File: config.mk
export PLATFORM = sky130hd
export DESIGN_NAME = control_matrix
export DESIGN_NICKNAME = d
export VERILOG_FILES = /design/src/rtl/control_matrix.sv
export SDC_FILE = /design/constraint.sdc
export NUM_CORES = 1
export LEC_CHECK = 0
export ABC_AREA = 1
export BUFFER_PORTS_ARGS = -buffer_cell sky130_fd_sc_hd__clkbuf_2
export CAP_MARGIN = 20
export CORE_MARGIN = 8
export CORE_UTILIZATION = 63
export CTS_BUF_LIST = sky130_fd_sc_hd__clkbuf_8
export DETAILED_ROUTE_END_ITERATION = 7
export PLACE_DENSITY = 0.95
export RECOVER_POWER = 25
export SETUP_SLACK_MARGIN = 0.2
export SLEW_MARGIN = 20
export SYNTH_ARGS = -nofsm -noshare
export SYNTH_HDL_FRONTEND = slang
export SYNTH_SLANG_ARGS = --single-unit
File: constraint.sdc
create_clock -name clock -period 5.5 [get_ports clock]
set_input_delay 1.65 -clock clock [delete_from_list [all_inputs] [get_ports clock]]
set_output_delay 1.65 -clock clock [all_outputs]
set_load 0.01 [all_outputs]
File: src/rtl/control_matrix.sv
`default_nettype none
// control_matrix: single-cycle 4 x 8-bit register CPU with stalling LOAD and a one-cycle STORE strobe.
// Define CONTROL_MATRIX_COND_BRANCH_EN to add the Z/C flags, CMP, JZ, JNZ and JC.
module control_matrix #(
    parameter logic [15:0] RESET_IP = 16'h0000
) (
    input  logic        clock,
    input  logic        reset,
    input  logic [25:0] instruction,
    output logic [15:0] instructionPointer,
    input  logic [15:0] addressIn,
    input  logic [7:0]  valueIn,
    output logic [15:0] addressOut,
    output logic [7:0]  valueOut,
    output logic        writeStrobe
);

    localparam logic [4:0] OP_HALT  = 5'd1;
    localparam logic [4:0] OP_LDI   = 5'd2;
    localparam logic [4:0] OP_ADD   = 5'd3;
    localparam logic [4:0] OP_SUB   = 5'd4;
    localparam logic [4:0] OP_AND   = 5'd5;
    localparam logic [4:0] OP_OR    = 5'd6;
    localparam logic [4:0] OP_LOAD  = 5'd8;
    localparam logic [4:0] OP_STORE = 5'd9;
    localparam logic [4:0] OP_JMP   = 5'd10;
`ifdef CONTROL_MATRIX_COND_BRANCH_EN
    localparam logic [4:0] OP_CMP   = 5'd7;
    localparam logic [4:0] OP_JZ    = 5'd11;
    localparam logic [4:0] OP_JNZ   = 5'd12;
    localparam logic [4:0] OP_JC    = 5'd13;
`endif

    logic [4:0]  op;
    logic [7:0]  imm8;
    logic [1:0]  mreg, idx_a, idx_b, idx_d;
    logic [15:0] addr16;

    assign op     = instruction[25:21];
    assign imm8   = instruction[20:13];
    assign mreg   = instruction[17:16];
    assign addr16 = instruction[15:0];
    assign idx_b  = instruction[5:4];
    assign idx_a  = instruction[3:2];
    assign idx_d  = instruction[1:0];

    logic [7:0]  registerA, registerB, registerC, registerD;
    logic [15:0] ip_q, ip_d, addr_q, addr_d;
    logic [7:0]  val_q, val_d;
    logic        strobe_q, strobe_d;
    logic        wr_en;
    logic [1:0]  wr_idx;
    logic [7:0]  wr_val;
    logic [7:0]  opa, opb, mval, and_r, or_r;

    function automatic logic [7:0] rsel(input logic [1:0] idx, input logic [7:0] ra,
                                        input logic [7:0] rb, input logic [7:0] rc,
                                        input logic [7:0] rd);
        case (idx)
            2'd0:    rsel = ra;
            2'd1:    rsel = rb;
            2'd2:    rsel = rc;
            default: rsel = rd;
        endcase
    endfunction

    assign opa   = rsel(idx_a, registerA, registerB, registerC, registerD);
    assign opb   = rsel(idx_b, registerA, registerB, registerC, registerD);
    assign mval  = rsel(mreg,  registerA, registerB, registerC, registerD);
    assign and_r = opa & opb;
    assign or_r  = opa | opb;

`ifdef CONTROL_MATRIX_COND_BRANCH_EN
    logic       z_q, z_d, c_q, c_d;
    logic [8:0] sum, diff;
    // Bit 8 of the zero-extended difference is the borrow (opa < opb).
    assign sum  = {1'b0, opa} + {1'b0, opb};
    assign diff = {1'b0, opa} - {1'b0, opb};
`else
    logic [7:0] sum, diff;
    assign sum  = opa + opb;
    assign diff = opa - opb;
`endif

    always_comb begin
        ip_d     = ip_q + 16'd1;
        addr_d   = addr_q;
        val_d    = val_q;
        strobe_d = 1'b0;
        wr_en    = 1'b0;
        wr_idx   = idx_d;
        wr_val   = sum[7:0];
`ifdef CONTROL_MATRIX_COND_BRANCH_EN
        z_d      = z_q;
        c_d      = c_q;
`endif
        case (op)
            OP_HALT: ip_d = ip_q;
            OP_LDI: begin
                wr_en  = 1'b1;
                wr_val = imm8;
            end
            OP_ADD: begin
                wr_en  = 1'b1;
                wr_val = sum[7:0];
`ifdef CONTROL_MATRIX_COND_BRANCH_EN
                z_d    = (sum[7:0] == 8'd0);
                c_d    = sum[8];
`endif
            end
            OP_SUB: begin
                wr_en  = 1'b1;
                wr_val = diff[7:0];
`ifdef CONTROL_MATRIX_COND_BRANCH_EN
                z_d    = (diff[7:0] == 8'd0);
                c_d    = diff[8];
`endif
            end
            OP_AND: begin
                wr_en  = 1'b1;
                wr_val = and_r;
`ifdef CONTROL_MATRIX_COND_BRANCH_EN
                z_d    = (and_r == 8'd0);
                c_d    = 1'b0;
`endif
            end
            OP_OR: begin
                wr_en  = 1'b1;
                wr_val = or_r;
`ifdef CONTROL_MATRIX_COND_BRANCH_EN
                z_d    = (or_r == 8'd0);
                c_d    = 1'b0;
`endif
            end
`ifdef CONTROL_MATRIX_COND_BRANCH_EN
            OP_CMP: begin
                z_d = (diff[7:0] == 8'd0);
                c_d = diff[8];
            end
            OP_JZ:  if (z_q)  ip_d = addr16;
            OP_JNZ: if (!z_q) ip_d = addr16;
            OP_JC:  if (c_q)  ip_d = addr16;
`endif
            OP_LOAD: begin
                addr_d = addr16;
                // Stall on the same instruction until the memory tag matches.
                if (addressIn == addr16) begin
                    wr_en  = 1'b1;
                    wr_idx = mreg;
                    wr_val = valueIn;
                end else begin
                    ip_d = ip_q;
                end
            end
            OP_STORE: begin
                addr_d   = addr16;
                val_d    = mval;
                strobe_d = 1'b1;
            end
            OP_JMP:  ip_d = addr16;
            default: ;
        endcase
    end

    always_ff @(posedge clock or posedge reset) begin
        if (reset) begin
            ip_q      <= RESET_IP;
            addr_q    <= 16'd0;
            val_q     <= 8'd0;
            strobe_q  <= 1'b0;
            registerA <= 8'd0;
            registerB <= 8'd0;
            registerC <= 8'd0;
            registerD <= 8'd0;
        end else begin
            ip_q     <= ip_d;
            addr_q   <= addr_d;
            val_q    <= val_d;
            strobe_q <= strobe_d;
            if (wr_en) begin
                case (wr_idx)
                    2'd0:    registerA <= wr_val;
                    2'd1:    registerB <= wr_val;
                    2'd2:    registerC <= wr_val;
                    default: registerD <= wr_val;
                endcase
            end
        end
    end

`ifdef CONTROL_MATRIX_COND_BRANCH_EN
    always_ff @(posedge clock or posedge reset) begin
        if (reset) begin
            z_q <= 1'b0;
            c_q <= 1'b0;
        end else begin
            z_q <= z_d;
            c_q <= c_d;
        end
    end
`endif

    assign instructionPointer = ip_q;
    assign addressOut         = addr_q;
    assign valueOut           = val_q;
    assign writeStrobe        = strobe_q;

endmodule
`default_nettype wire

==> metrics <==
status finished with violations; failing checks capacitance limit, slew limit; Synth Area in Simple Gates 29.9%; # fillers 640; Max-slew headroom -43.3%; Post-synth EDFFs 0; PD cells ~430 mW/mm²; Yosys reg bits 73; busiest grt layer met2; Ports 93; Crit Path Max Fanout 40; CTS Root Buffer Type clkbuf_8; Die H 106 µm; met2 GRT Util 50.8%; reg-to-reg setup timing slack between 2 and 3 ns; drt total wl 17,100 µm; Pleak 2.99 nW; HP Start valueOut[3]; worst path arrival time 4.27 ns; Synth Flop Type dfrtp_1; RSZ-0062 raised after global routing false; CTS max path bufs 2; DIE AREA approximately 0.011 mm²; Synth cell types 45; Vias about 5,700; reg2reg end registerA[6]; GRT Overall Usage 30.1%; fin cells 940; MaxCap Viol Count 1; Max rail drop VDD 0.263 mV; area of the mapped netlist 0.00516 mm²; total grt overflow 0; Layout area overhead 13.7%; vias in the first global route 5,435; First-pass DRT Iterations 8; sequential area share after synthesis approximately 35%; highest-delay cell along the critical path clkbuf_1; FF-to-FF Start registerC[3]; Post-Syn Instances approximately 740; Placed Cells 924; most common cell after layout, fill and taps aside nand2_1; routed length per instance 18.2 µm; DP HPWL 13,200 µm; Rows 33; initial core utilization 63.7%; post-route cell area 0.00587 mm²; skew final 0.0169 ns; Post-Synth XOR/XNOR Area 3.57%; post-DR vias/cell roughly 6; Fin. Hold Viols 0; Post-Synth Adder-Cell Area 5.82%; CP Capture Point addressOut[13]; fmax ~240 MHz; Final min period 4.24 ns; area of the core 0.00809 mm²; Hold Path Class reg2reg; CTS tree yes; met1 usage 35.3%; initial antenna violation count 0; RePlAce Congestion 0.966; hold depth 2; Port Buffers 92; Tcrit/Tclk final 77.1%; drt initial violations 530; cts hold-fix bufs 0; largest family of logic cells by synthesized area simple AND/OR/NAND/NOR gates; endpoints failing setup 0; syn nets 815; Synth area leaders dfrtp_1, nand2_1, inv_1, ha_1, nand3_1; asr flop ratio synth 100%; Critical Path Source Type input pin; first-pass GRT wire length 27,100 µm; crit path buf inv count 3; Worst Setup SP reset; mux share of post-synthesis cell area 0.655%; CTS clk-pin slew, worst paths 0.09 ns; Design Power 0.00254 W; Largest stage delay, worst path approximately 1.6 ns; Placed Area about 0.0057 mm²; Synth top area share a little over a third; setup tns final 0 ns; largest area contributor in the synthesized netlist dfrtp_1; H-tree Lvls 3; Reg2Reg Depth 15; Inserted Clock Buffers 9; # DRC 0; CP Capture Type async pin; delay-heaviest family, CP buffers and inverters; Synth warnings 0; post-CTS setup buffers 0; worst slew pin tran 2.15 ns; layout cells sized above 1 15.6%; post-route ant nets 0; met3 Use GR 7.74%; Clock Latency Late Sink about 0.37 ns; Synth Area in Compound Gates 16.7%; nets 906; Post-CTS Resized 0; die width between 100 and 150 µm; CTS sink cnt 73; antenna diode count 0; Required @ worst endpoint ~5.5 ns; critical-path cell list clkbuf_2 > inv_1 > clkbuf_1; instance count on the critical path 3; CP Class in2async; Post-Syn Area per Cell ~7.0 µm²; largest net degree at the start of global routing 41; Slew Viols, Final just over 40; most frequent cells in the layout nand2_1, clkbuf_2, inv_1
## logic make-up after synthesis
| kind of cell | Yosys count |
|---|---|
| simple gates | 365 |
| mux | 3 |
| buf+inv | 106 |
| xor+xnor | 21 |
| fa+ha+maj | 24 |
| compound gates | 147 |
| flops | 73 |
## metal layers
layer	vias to the layer above	wire length, µm
li1	2606	-
met1	2656	6350
met4	0	628
met5	-	0
met2	365	8330
met3	58	1750
## layout make-up
cell class / instances / area, µm² / share of cell area, %
well taps: 105 / 131 / 2.24
clock inverters: 7 / 46.3 / 0.789
flip-flops and latches: 73 / 1830 / 31.1
clock buffers: 9 / 124 / 2.11
multi-input cells: 560 / 2920 / 49.8
repair buffers: 97 / 483 / 8.23
inverters: 89 / 334 / 5.70
## where the power goes
group | total (W) | switching [W] | internal (W)
registers | 0.000966 | 0.000223 | 0.000743
logic | 0.00119 | 0.000768 | 0.000420
clock network | 0.000382 | 0.000220 | 0.000163
total | 0.00254 | 0.00121 | 0.00133
## state kept, by name, indices dropped and copies added, names as in the netlist
name and flops:
registerA 8, registerC 8, instructionPointer 16, addressOut 16, valueOut 8, registerB 8
registerD 8, writeStrobe 1
## synth_stat cells (2+ instances only)
master	instances
o22a_1	2
ha_1	24
o21ai_0	54
nand2_2	2
a21oi_1	54
a41oi_1	6
nor2_1	59
nor2_2	7
a211oi_1	2
clkbuf_1	8
o211ai_1	2
inv_2	6
xnor2_1	13
o2111ai_1	4
xor2_1	8
a31oi_1	2
buf_2	8
dfrtp_1	73
a221oi_1	2
nor4_1	4
nand3b_1	2
o221ai_1	3
inv_1	82
nand3_1	58
nand2_1	214
mux2_2	3
o21ai_1	4
nor2_4	3
nand4_1	4
nor3_1	9
o21bai_1	3
## worst min-delay path, stage by stage, from the launching register on
cell and delay, ns:
dfrtp_1 0.35, nand2_1 0.05, o21ai_0 0.07
## metrics by stage
stage | utilization (%) | setup slack, ns | hold slack [ns]
2_1_floorplan | - | 1.65 | 0.475
3_3_place_gp | 70.6 | 1.10 | 0.469
3_5_place_dp | 70.6 | 0.981 | 0.475
4_1_cts | 72.7 | 1.33 | 0.497
5_1_grt | 72.5 | 0.668 | 0.542
6_report | 72.5 | 1.26 | 0.506
## worst min-delay path by stage
stage	endpoint	slack, ns
global route	valueOut[3]	0.54
finish	valueOut[3]	0.51
floorplan	registerC[2]	0.47
global placement	valueOut[3]	0.47
CTS	valueOut[3]	0.50
detailed placement	valueOut[3]	0.47
Power figures use the tool's default switching activity.
